`src/rtl/rsu_param_responder.sv`:
```
// Update-core emulation: parameter read/write port, reconfiguration and watchdog fallback over current/previous/input sets.
// Every access or reconfig holds ABusy for CBusyLat cycles; strobes and rising edges seen outside IDLE are dropped.
module rsu_param_responder #(
  parameter int unsigned CBusyLat     = 4,
  parameter int unsigned CWdogLen     = 20,
  parameter logic [29:0] CFactoryAddr = 30'h0
) (
  input  logic        AClkH,
  input  logic        AResetH,
  input  logic        AReadParam,
  input  logic        AWriteParam,
  input  logic [2:0]  AParam,
  input  logic [1:0]  AReadSource,
  input  logic [31:0] ADataIn,
  output logic [31:0] ADataOut,
  output logic        ABusy,
  input  logic        AReconfig,
  input  logic        AResetTimer,
  output logic        AReconfigReq,
  output logic [31:0] AReconfigAddr,
  output logic        AWdogExpired
);

  typedef enum logic [1:0] {S_IDLE, S_BUSY, S_RECONF} state_t;

  typedef struct packed {
    logic [29:0] addr;
    logic        enable;
    logic [11:0] timeout;
    logic [1:0]  cause;
    logic [1:0]  mode;
  } pset_t;

  localparam logic [3:0] CLastCnt    = 4'(CBusyLat - 1);
  localparam pset_t      CFactorySet = '{addr: CFactoryAddr, enable: 1'b0, timeout: 12'h0,
                                         cause: 2'd0, mode: 2'd0};

  state_t              r_state, w_next;
  logic [3:0]          r_cnt;
  logic                r_is_read;
  logic [2:0]          r_param;
  logic [1:0]          r_src;
  logic [31:0]         r_wdat;
  pset_t               r_cur, r_prev1, r_in, r_prev2;
  logic                r_reconf_d, r_kick_d;
  logic [CWdogLen-1:0] r_wdog;
  logic [31:0]         r_dout;
  logic                r_req, r_wexp;

  logic  w_start_rd, w_start_wr, w_start_rc;
  logic  w_first, w_last, w_commit, w_reconf_rise, w_kick, w_wdog_on, w_expire;
  pset_t w_rd_set, w_commit_set, w_fallback_set;

  function automatic logic [31:0] f_read(input pset_t s, input logic [2:0] p);
    case (p)
      3'd0:    f_read = {28'h0, s.cause, s.mode};
      3'd2:    f_read = {20'h0, s.timeout};
      3'd3:    f_read = {31'h0, s.enable};
      3'd4:    f_read = {s.addr, 2'b00};
      default: f_read = 32'h0;
    endcase
  endfunction

  assign w_reconf_rise = AReconfig & ~r_reconf_d;
  assign w_kick        = AResetTimer & ~r_kick_d;
  assign w_last        = (r_state != S_IDLE) && (r_cnt == 4'd0);
  assign w_first       = (r_state == S_BUSY) && (r_cnt == CLastCnt);
  assign w_commit      = (r_state == S_RECONF) && w_last;
  assign w_wdog_on     = r_cur.enable && (r_cur.mode == 2'd1) && (r_cur.timeout != 12'h0);
  // A reconfig commit in the same cycle takes precedence over a watchdog expiry.
  assign w_expire      = w_wdog_on && (r_wdog[CWdogLen-1 -: 12] >= r_cur.timeout) && !w_commit;

  always_ff @(posedge AClkH or posedge AResetH) begin
    if (AResetH) r_state <= S_IDLE;
    else         r_state <= w_next;
  end

  always_comb begin
    w_next     = r_state;
    w_start_rd = 1'b0;
    w_start_wr = 1'b0;
    w_start_rc = 1'b0;
    case (r_state)
      S_IDLE: begin
        if (AReadParam) begin
          w_start_rd = 1'b1;
          w_next     = S_BUSY;
        end else if (AWriteParam) begin
          w_start_wr = 1'b1;
          w_next     = S_BUSY;
        end else if (w_reconf_rise) begin
          w_start_rc = 1'b1;
          w_next     = S_RECONF;
        end
      end
      S_BUSY, S_RECONF: if (r_cnt == 4'd0) w_next = S_IDLE;
      default: w_next = S_IDLE;
    endcase
  end

  always_comb begin
    w_commit_set         = r_in;
    w_commit_set.mode    = 2'd1;
    w_commit_set.cause   = 2'd1;
    w_fallback_set       = CFactorySet;
    w_fallback_set.cause = 2'd2;
    case (r_src)
      2'd0:    w_rd_set = r_cur;
      2'd1:    w_rd_set = r_prev1;
      2'd2:    w_rd_set = r_in;
      default: w_rd_set = r_prev2;
    endcase
  end

  always_ff @(posedge AClkH or posedge AResetH) begin
    if (AResetH) begin
      r_cnt     <= 4'd0;
      r_is_read <= 1'b0;
      r_param   <= 3'd0;
      r_src     <= 2'd0;
      r_wdat    <= 32'h0;
      r_in      <= CFactorySet;
      r_dout    <= 32'h0;
    end else begin
      if (w_start_rd || w_start_wr || w_start_rc)
        r_cnt <= CLastCnt;
      else if (r_state != S_IDLE && r_cnt != 4'd0)
        r_cnt <= r_cnt - 4'd1;
      if (w_start_rd || w_start_wr) begin
        r_is_read <= w_start_rd;
        r_param   <= AParam;
        r_src     <= AReadSource;
        r_wdat    <= ADataIn;
      end
      // Only the input set is writable; other sources still run the busy sequence.
      if (w_first && !r_is_read && r_src == 2'd2) begin
        case (r_param)
          3'd0: begin
            r_in.mode  <= r_wdat[1:0];
            r_in.cause <= r_wdat[3:2];
          end
          3'd2:    r_in.timeout <= r_wdat[11:0];
          3'd3:    r_in.enable  <= r_wdat[0];
          3'd4:    r_in.addr    <= r_wdat[31:2];
          default: ;
        endcase
      end
      if (r_state == S_BUSY && r_is_read && w_last)
        r_dout <= f_read(w_rd_set, r_param);
    end
  end

  always_ff @(posedge AClkH or posedge AResetH) begin
    if (AResetH) begin
      r_cur      <= CFactorySet;
      r_prev1    <= CFactorySet;
      r_prev2    <= CFactorySet;
      r_reconf_d <= 1'b0;
      r_kick_d   <= 1'b0;
      r_wdog     <= '0;
      r_req      <= 1'b0;
      r_wexp     <= 1'b0;
    end else begin
      r_reconf_d <= AReconfig;
      r_kick_d   <= AResetTimer;
      r_req      <= w_commit | w_expire;
      r_wexp     <= w_expire;
      if (w_commit) begin
        r_prev2 <= r_prev1;
        r_prev1 <= r_cur;
        r_cur   <= w_commit_set;
      end else if (w_expire) begin
        r_prev2 <= r_prev1;
        r_prev1 <= r_cur;
        r_cur   <= w_fallback_set;
      end
      // Saturating counter: it parks at all-ones rather than wrapping back under the timeout.
      if (w_commit || w_expire || w_kick)
        r_wdog <= '0;
      else if (w_wdog_on && !(&r_wdog))
        r_wdog <= r_wdog + {{(CWdogLen-1){1'b0}}, 1'b1};
    end
  end

  assign ABusy         = (r_state != S_IDLE);
  assign ADataOut      = r_dout;
  assign AReconfigReq  = r_req;
  assign AWdogExpired  = r_wexp;
  assign AReconfigAddr = {r_cur.addr, 2'b00};

endmodule

```
`config.mk`:
```
export PLATFORM = sky130hd
export DESIGN_NAME = rsu_param_responder
export DESIGN_NICKNAME = d
export VERILOG_FILES = /design/src/rtl/rsu_param_responder.sv
export SDC_FILE = /design/constraint.sdc
export NUM_CORES = 1
export LEC_CHECK = 0
export CAP_MARGIN = 25
export CORE_MARGIN = 2
export CORE_UTILIZATION = 28
export CTS_CLUSTER_DIAMETER = 120
export DETAILED_ROUTE_END_ITERATION = 16
export GPL_ROUTABILITY_DRIVEN = 0
export REMOVE_ABC_BUFFERS = 1
export SETUP_SLACK_MARGIN = 0.02
export SYNTH_ARGS = -nofsm -noshare
export SYNTH_HDL_FRONTEND = slang
export SYNTH_SLANG_ARGS = --single-unit
```
`constraint.sdc`:
```
create_clock -name AClkH -period 9.9 [get_ports AClkH]
set_clock_uncertainty 0.1 [all_clocks]
set_input_delay 0.99 -clock AClkH [delete_from_list [all_inputs] [get_ports AClkH]]
set_output_delay 0.99 -clock AClkH [all_outputs]
set_load 0.03 [all_outputs]
```
Word-level counts from Yosys, hierarchy flattened. Cells that the tools add are included.

Bitwise logic cells: 5. Reduce and logical (&&, ||, !) cells: 37. Shifts and indexed selects: 0. Multipliers: 0. Add/subtract/negate cells: 2. Equal/unequal tests: 11. Div/mod/pow operators: 0. Muxes and demuxes: 26. Order comparisons: 1.

Operator list (count): $mux W47 (6); $pmux W47 S3 (1); $pmux W32 S4 (1); $mux W20 (2); $add A20 B1 Y20 const B (1); $reduce_and A20 Y1 (1); $logic_and A1 B1 Y1 (13); $ge A12 B12 Y1 (1); $reduce_bool A12 Y1 (1); $reduce_and A2 Y1 (5); $mux W1 (9); $mux W2 (4); $mux W4 (2); $reduce_bool A2 Y1 (4); $eq A2 B1 Y1 const B (3); $eq A3 B2 Y1 const B (2); $eq A2 B2 Y1 const B (2); $eq A4 B2 Y1 const B (1); $logic_not A2 Y1 (2); $logic_not A4 Y1 (1); $logic_or A1 B1 Y1 (4); $ne A4 B4 Y1 const B (1); $pmux W2 S2 (1); $reduce_bool A4 Y1 (1); other kinds (9) (13).

Register bits after elaboration: 288. Bits in latches: 0. Bits in writable memories: 0. Word-level logic and storage cells: 114. Memories kept: 0. Memory bits (read-only): 0.

Logic depth before layout (Yosys ltp). Gate-level depths: netlist of the first run.

Word-level depth: 8. Gate-level depth with buffers: 11. Gate-level depth less buffers: 7.

Worst setup path after synthesis of the first run. Ideal clock, no wire load.

Path type: input to register. From: input port AReadParam. To: register r_param[2]. Path buffers: 2. Setup slack: 7.450 ns. Data required time: 9.675 ns. Arrival time: 2.225 ns. Stages: 4. Cells stage by stage: o21ai_0 -> clkbuf_1 -> clkbuf_1 -> mux2_2.

Word-level cells in the longest chain between the ends: 3. Elaborated cells on any way between the ends: 5. Those cells by class: mux (4); reduce/logical (1).

RTL lines: start, declared (line 10) `input logic AReadParam,`; $mux W1 (line 85) `if (AReadParam) begin`; $mux W1 (line 83) `case (r_state)`; $logic_or A1 B1 Y1 (*) (line 129) `if (w_start_rd || w_start_wr) begin`; end signal, assigned (line 131) `r_param <= AParam;`; end, declared (line 41) `logic [2:0] r_param;`.

Every way passes the cells marked *; elsewhere a longest branch is shown, timed or not. A chain may end at the register's enable or synchronous reset.

Worst setup path in the final report of the first run.
From: register r_cnt[0]. To: register r_wdog[4].

Word-level cells in the longest chain between the ends: 8. Elaborated cells on any way between the ends: 9. Those cells by class: mux (1); reduce/logical (8).

RTL lines: start, declared (line 39) `logic [3:0] r_cnt;`; start signal, assigned (line 126) `r_cnt <= CLastCnt;`; start signal, assigned (line 128) `r_cnt <= r_cnt - 4'd1;`; $logic_not A4 Y1 (*) (line 66) `assign w_last = (r_state != S_IDLE) && (r_cnt == 4'd0);`; $logic_and A1 B1 Y1 (*) (line 66); $logic_and A1 B1 Y1 (*) (line 68) `assign w_commit = (r_state == S_RECONF) && w_last;`; $logic_not A1 Y1 (line 71) `assign w_expire = w_wdog_on && (r_wdog[CWdogLen-1 -: 12] >= r_cur.timeout) && !w_commit;`; $logic_and A1 B1 Y1 (line 71); $logic_or A1 B1 Y1 (*) (2 in series) (line 178) `if (w_commit || w_expire || w_kick)`; $mux W20 / $reduce_bool A2 Y1 (equally long branches); end signal, assigned (line 181) `r_wdog <= r_wdog + {{(CWdogLen-1){1'b0}}, 1'b1};`; end, declared (line 46) `logic [CWdogLen-1:0] r_wdog;`.

Marks and branches as above.

==> results of run 1 <==
layout make-up:
type                            count  share of cell area, %
Multi-Input combinational cell   1035                   41.4
Sequential cell                   282                   39.3
Timing Repair Buffer              133                   7.35
Clock buffer                       48                   5.71
Tap cell                          696                   4.84
Clock inverter                     14                  0.856
Inverter                           27                  0.605
sequential cells by signal (all words and copies together), names as in the netlist:
| register | cells |
|---|---|
| r_reconf_d | 1 |
| r_wdog | 20 |
| r_cur | 15 |
| r_state | 2 |
| r_cnt | 4 |
| AReconfigReq | 1 |
| r_is_read | 1 |
| r_in | 47 |
| r_kick_d | 1 |
| r_prev2 | 45 |
| ADataOut | 32 |
| r_wdat | 32 |
| AReconfigAddr | 30 |
| r_prev1 | 45 |
| r_param | 3 |
| AWdogExpired | 1 |
| r_src | 2 |
synthesized netlist by cell type, drive strengths merged (3+ instances only):
library cell | instances | area share, %
xor2 | 13 | 0.74
mux4 | 42 | 6.1
o2bb2ai | 73 | 4.2
a21oi | 108 | 3.5
a211oi | 14 | 0.81
nor3b | 4 | 0.20
a22oi | 10 | 0.49
dfrtp | 282 | 46
ha | 18 | 1.5
o311ai | 15 | 0.85
o21ai | 116 | 3.8
nand4 | 99 | 4.0
nand3 | 11 | 0.36
clkbuf | 86 | 2.1
mux2i | 4 | 0.26
mux2 | 86 | 6.3
o211ai | 80 | 3.9
nor3 | 37 | 1.2
nor2b | 4 | 0.16
a22o | 23 | 1.3
buf | 96 | 3.6
nor4 | 5 | 0.33
o22ai | 15 | 0.61
nand2b | 6 | 0.24
or3 | 7 | 0.28
inv | 27 | 0.66
and3 | 4 | 0.16
or2 | 4 | 0.16
nor2 | 108 | 2.7
nand2 | 108 | 2.6
a31oi | 3 | 0.12
power groups by stage:
stage	Clock (mW)	Sequential (mW)	Combinational, mW
floorplan	0	1.69	1.08
global placement	0	1.64	1.60
detailed placement	0	1.64	1.65
CTS	1.36	1.63	1.66
global route	1.41	1.66	1.81
finish	1.33	1.63	1.67
through the flow:
step / utilization [%] / total power [mW] / TNS [ps]
after floorplan: - / 2.77 / -104390
after global placement: 31.0 / 3.24 / 0
after detailed placement: 31.0 / 3.29 / 0
after CTS: 33.2 / 4.64 / 0
after global routing: 33.3 / 4.88 / 0
final: 33.3 / 4.62 / 0
cell families (layout without fill, tap and decap cells):
group,after synthesis,count (layout),synth area share [%]
other cells,1,2,0.0244
simple gates,402,402,12.7
xor+xnor,14,14,0.797
compound gates,467,467,20.1
fa+ha+maj,18,18,1.46
flops,282,282,45.9
mux,132,132,12.7
buf+inv,209,222,6.36
how the worst max path moves through the flow:
stage	from	end	depth (start not counted)
floorplan	r_cur[15]	r_cur[10]	7
global placement	r_cnt[0]	r_wdog[18]	8
detailed placement	r_cnt[0]	r_wdog[16]	8
CTS	r_cnt[0]	r_wdog[16]	8
global route	r_cnt[0]	r_wdog[4]	8
finish	r_cnt[0]	r_wdog[4]	8
worst min-delay path, delay by kind of cell (launching register included):
kind / cells / cell delay (ps)
AOI/OAI and AO/OA: 1 / 60
DFF: 1 / 340
and+or+nand+nor: 1 / 50
metal layers:
layer  vias to the layer above  track usage [%]  part of all wire [%]
met1                      6499             22.9                    45
met5                         -                0                     0
met2                       438             24.8                    46
met4                         0             4.55                   2.0
met3                        66             3.00                   6.6
li1                       5681                -                     -
==> flow_metrics.py, run 1 <==
metrics = {
    "synthesis": {
        "yosysSeqAreaShare_pct": 45.9,
        "yosysWarnings": 0,
        "synth.distinct_cells": 57,
        "ys_seq_elements": 282,
        "synth_edf_count": 0,
        "async_reset_ff_share_pct": 100,
        "synthCells": 1525,
        "syn_area_um2": 15400,
        "synth_ff_type": "dfrtp_1",
        "syn_avg_cell_area_um2": 10.1,
    },
    "hold_path": {
        "worstHoldPathCells": 2,
        "min_to": "ADataOut[9]",
        "min_path_type": "reg2reg",
        "min_from": "ADataOut[9]",
    },
    "layout": {
        "final_cell_mix": "dfrtp_1, o21ai_0, a21oi_1",
        "final_area_um2": 18000,
        "final_common_cell": "dfrtp_1",
        "drive_above_1_share_pct": 15.4,
        "area_growth_pct": 16.9,
        "multi_input_area_um2": 7440,
        "stdcell_count": 2235,
        "ff_latch_area_um2": 7060,
        "nNetsFinal": 1575,
        "diodes": 0,
        "fillCellCount": 5441,
    },
    "setup_path": {
        "r2r-end": "r_wdog[4]",
        "timing.rr.start": "r_cnt[0]",
        "worstPathArrival_ps": 4800,
        "r2r_cells": 8,
        "critPathBufInv": 3,
        "critPathMaxStageDelay_ps": 700,
        "endpoint_kind": "register",
        "cp_top_family": "buffers and inverters",
        "ff2ff_setup_slack_ps": 5430,
        "worstSetupStartpointType": "register",
        "slowest_stage": "buf_4",
        "path_common_cell": "buf_4",
        "worst_ep_required_time_ps": 10230,
        "path_max_fanout": 65,
        "path_cells": "inv_1 > ha_1 > or3b_4 > or2_4 > buf_4 > buf_4 > o2111ai_2 > a21oi_1",
        "path_class": "reg2reg",
    },
    "clock_tree": {
        "clk_latency_ps": 530,
        "numCtsBuffers": 35,
        "cts_tree": "yes",
        "post_cts_buffers": 0,
        "clkSlewWorstSetupHoldPaths_ps": 60,
        "clockBufferDepth": 3,
        "clock_sinks": 282,
        "postCtsHoldBufs": 0,
        "cts_resized": 0,
        "cts-htree-levels": 2,
        "cts_root_buf": "clkbuf_16",
    },
    "run": {
        "cap_violations": 0,
    },
    "global_route": {
        "grt_first_pass_wirelength_um": 73300,
        "grt_overflow": 0,
        "groute.usage.overall_pct": 16.0,
        "antenna_found_initial": 1,
        "grt_pass1_vias": 12398,
        "grt_start_max_net_pins": 164,
    },
    "timing": {
        "fin_hold_ws_ps": 382,
        "fin_crit_sh_pct": 45.1,
        "grt_setup_unrepaired": "no",
        "period_needed_ps": 4470,
        "hold_viol": 0,
        "worst_pin_slew_ps": 1070,
        "fmax_mhz": 224,
        "drv_slew": 0,
        "setup_viol": 0,
        "slew_headroom_pct": 28.5,
        "fin_ws_ps": 5430,
    },
    "floorplanning": {
        "die_h_um": 238,
        "dieWidth_um": 238,
        "floorplan.initialDensity_pct": 28.5,
        "pin_count": 110,
        "core_um2": 54000,
        "die-area_um2": 56800,
        "num_rows": 85,
    },
    "drt": {
        "ant_nets": 0,
        "avgRoutedWirePerCell_um": 20.6,
        "via_count": 12684,
        "drt_wl_total_um": 46100,
        "dr.pass1.iters": 5,
        "first_iter_violations": 1223,
        "routed_via_density": 5.68,
        "drc": 0,
    },
    "place": {
        "pre_cts_ws_ps": 5460,
        "place_area_um2": 16700,
        "dp.cells": 2171,
        "numPortBuffers": 107,
        "dp_hpwl_um": 26500,
    },
    "power_and_ir_drop": {
        "p_leak_nw": 7.10,
        "power_frac_clock_pct": 28.7,
        "combPwrFrac_pct": 36.1,
        "power_density_nw_per_um2": 257,
        "switching_share_pct": 37.7,
        "p_int_mw": 2.88,
        "power_frac_seq_pct": 35.3,
        "ir_worst_vdd_v": 0.000195,
        "switchingPower_mw": 1.74,
    },
    "status": {
        "status": "complete, no violations",
    },
}
No activity file was read; power rests on OpenSTA's default activity.
==> inputs of run 2 (changes only) <==
==> constraint.sdc (replaced) <==
create_clock -name AClkH -period 4.2 [get_ports AClkH]
set_clock_uncertainty 0.1 [all_clocks]
set_input_delay 0.42 -clock AClkH [delete_from_list [all_inputs] [get_ports AClkH]]
set_output_delay 0.42 -clock AClkH [all_outputs]
set_load 0.03 [all_outputs]
==> run 2 against run 1 <==
  * First-iteration DRC count shrank 4.3%
  * Cell count up 0.13%
  * Die area unchanged
  * Fmax rose by 40%
  * Wire length is 0.61% higher
  * Core utilization is essentially flat
  * Total power up 130%
  * Via count grew 0.14%
  * Register-to-register slack worse by 4400 ps
  * Sequential share of layout area about the same
  * Clock power up 120%
  * Critical path depth stayed put
==> flow_metrics.py, run 2 (synthesis results as in run 1) <==
metrics = {
    "status": {
        "status": "complete, no violations",
    },
    "clock_tree": {
        "cts_root_buf": "clkbuf_16",
        "clkSlewWorstSetupHoldPaths_ps": 60,
        "cts_resized": 0,
        "post_cts_buffers": 0,
        "postCtsHoldBufs": 0,
        "clockBufferDepth": 3,
        "clock_sinks": 282,
        "cts_tree": "yes",
        "clk_latency_ps": 530,
        "cts-htree-levels": 2,
        "numCtsBuffers": 34,
    },
    "setup_path": {
        "path_class": "reg2reg",
        "timing.rr.start": "r_cur[9]",
        "endpoint": "r_prev1[10]",
        "path_cells": "inv_1 > ha_1 > a21oi_1 > o21ai_0 > and3_2 > buf_12 > a21oi_1 > o311ai_0",
        "slowest_stage": "and3_2",
        "worst-path-stages": 8,
        "critPathMaxStageDelay_ps": 1000,
        "cp_top_family": "simple AND/OR/NAND/NOR gates",
        "worst_ep_required_time_ps": 4490,
        "path_common_cell": "a21oi_1",
        "endpoint_kind": "register",
        "worstSetupStartpointType": "register",
        "r2r_cells": 8,
        "critPathBufInv": 2,
        "r2r-end": "r_prev1[10]",
        "path_max_fanout": 46,
        "ff2ff_setup_slack_ps": 1010,
        "worstPathArrival_ps": 3470,
        "critPathLaunch": "r_cur[9]",
    },
    "global_route": {
        "groute.usage.overall_pct": 16.2,
        "grt_start_max_net_pins": 166,
        "grt_first_pass_wirelength_um": 73400,
        "grt_overflow": 0,
        "grt_pass1_vias": 12595,
        "antenna_found_initial": 0,
    },
    "place": {
        "dp_hpwl_um": 27400,
        "numPortBuffers": 107,
        "dp.cells": 2179,
        "pre_cts_ws_ps": 1080,
        "place_area_um2": 16900,
    },
    "layout": {
        "fillCellCount": 5392,
        "final_cell_mix": "dfrtp_1, o21ai_0, a21oi_1",
        "multi_input_area_um2": 7430,
        "drive_above_1_share_pct": 15.0,
        "final_area_um2": 18000,
        "top_register": "r_in",
        "final_common_cell": "dfrtp_1",
        "area_growth_pct": 17.1,
        "top_regs": "r_in x47, r_prev1 x45, r_prev2 x45",
        "diodes": 0,
        "largest_register_ffs": 47,
        "stdcell_count": 2238,
        "nNetsFinal": 1582,
        "ff_latch_area_um2": 7060,
    },
    "floorplanning": {
        "core_um2": 54000,
        "floorplan.initialDensity_pct": 28.5,
        "num_rows": 85,
        "dieWidth_um": 238,
        "die_h_um": 238,
        "pin_count": 110,
        "die-area_um2": 56800,
    },
    "drt": {
        "routed_via_density": 5.68,
        "drc": 0,
        "dr.pass1.iters": 5,
        "avgRoutedWirePerCell_um": 20.7,
        "via_count": 12702,
        "ant_nets": 0,
        "drt_wl_total_um": 46400,
        "first_iter_violations": 1171,
    },
    "timing": {
        "hold_viol": 0,
        "setup_viol": 0,
        "fin_ws_ps": 1010,
        "slew_headroom_pct": 27.5,
        "period_needed_ps": 3190,
        "fin_crit_sh_pct": 75.8,
        "grt_setup_unrepaired": "no",
        "fin_hold_ws_ps": 273,
        "worst_pin_slew_ps": 1090,
        "fmax_mhz": 314,
        "drv_slew": 0,
    },
    "hold_path": {
        "min_path_type": "in2reg",
    },
    "power_and_ir_drop": {
        "p_leak_nw": 7.10,
        "power_density_nw_per_um2": 597,
        "ir_worst_vdd_v": 0.000470,
    },
    "run": {
        "cap_violations": 0,
    },
}
==> run 2: cell types whose count changed in the layout (fill, tap and decap cells not counted), moves of 2 or more <==
cell,previous run,this run
buf_4,22,26
clkbuf_8,6,4
buf_12,1,7
clkbuf_1,5,12
clkinv_2,8,1
==> run 2: final cells by class <==
class / count / area share (%)
multi-input cells: 1035 / 41.3
flip-flops and latches: 282 / 39.2
repair buffers: 141 / 7.96
clock buffers: 53 / 5.70
well taps: 696 / 4.84
inverters: 27 / 0.604
clock inverters: 4 / 0.403
==> run 2: how the worst min path moves through the flow <==
stage | slack (ps) | startpoint | cells after the start | end
after global routing | 280 | AResetTimer | 1 | r_kick_d
after CTS | 260 | AResetTimer | 1 | r_kick_d
after floorplan | 350 | AResetTimer | 0 | r_kick_d
after detailed placement | 380 | ADataOut[4] | 2 | ADataOut[4]
final | 270 | AResetTimer | 1 | r_kick_d
after global placement | 380 | ADataOut[7] | 2 | ADataOut[7]
==> run 2: power breakdown <==
| group | internal, mW | switching (mW) | total (mW) |
|---|---|---|---|
| clock network | 1.79 | 1.17 | 2.96 |
| registers | 3.21 | 0.570 | 3.78 |
| logic | 1.68 | 2.34 | 4.02 |
| total | 6.68 | 4.07 | 10.8 |
==> run 2: metal layers <==
layer	up-vias	GRT usage, %	routed length [µm]
met1	6471	22.0	20300
met2	491	25.7	21900
met3	52	3.49	3430
met4	0	4.96	782
met5	-	0	0
li1	5688	-	-
==> run 2: through the flow <==
stage               utilization, %  total power [mW]   TNS, ps
finish                        33.3              10.8         0
global placement              31.2              7.69         0
global route                  33.3              11.4         0
detailed placement            31.2              7.82         0
floorplan                        -              6.18  -2135730
CTS                           33.2              10.8         0
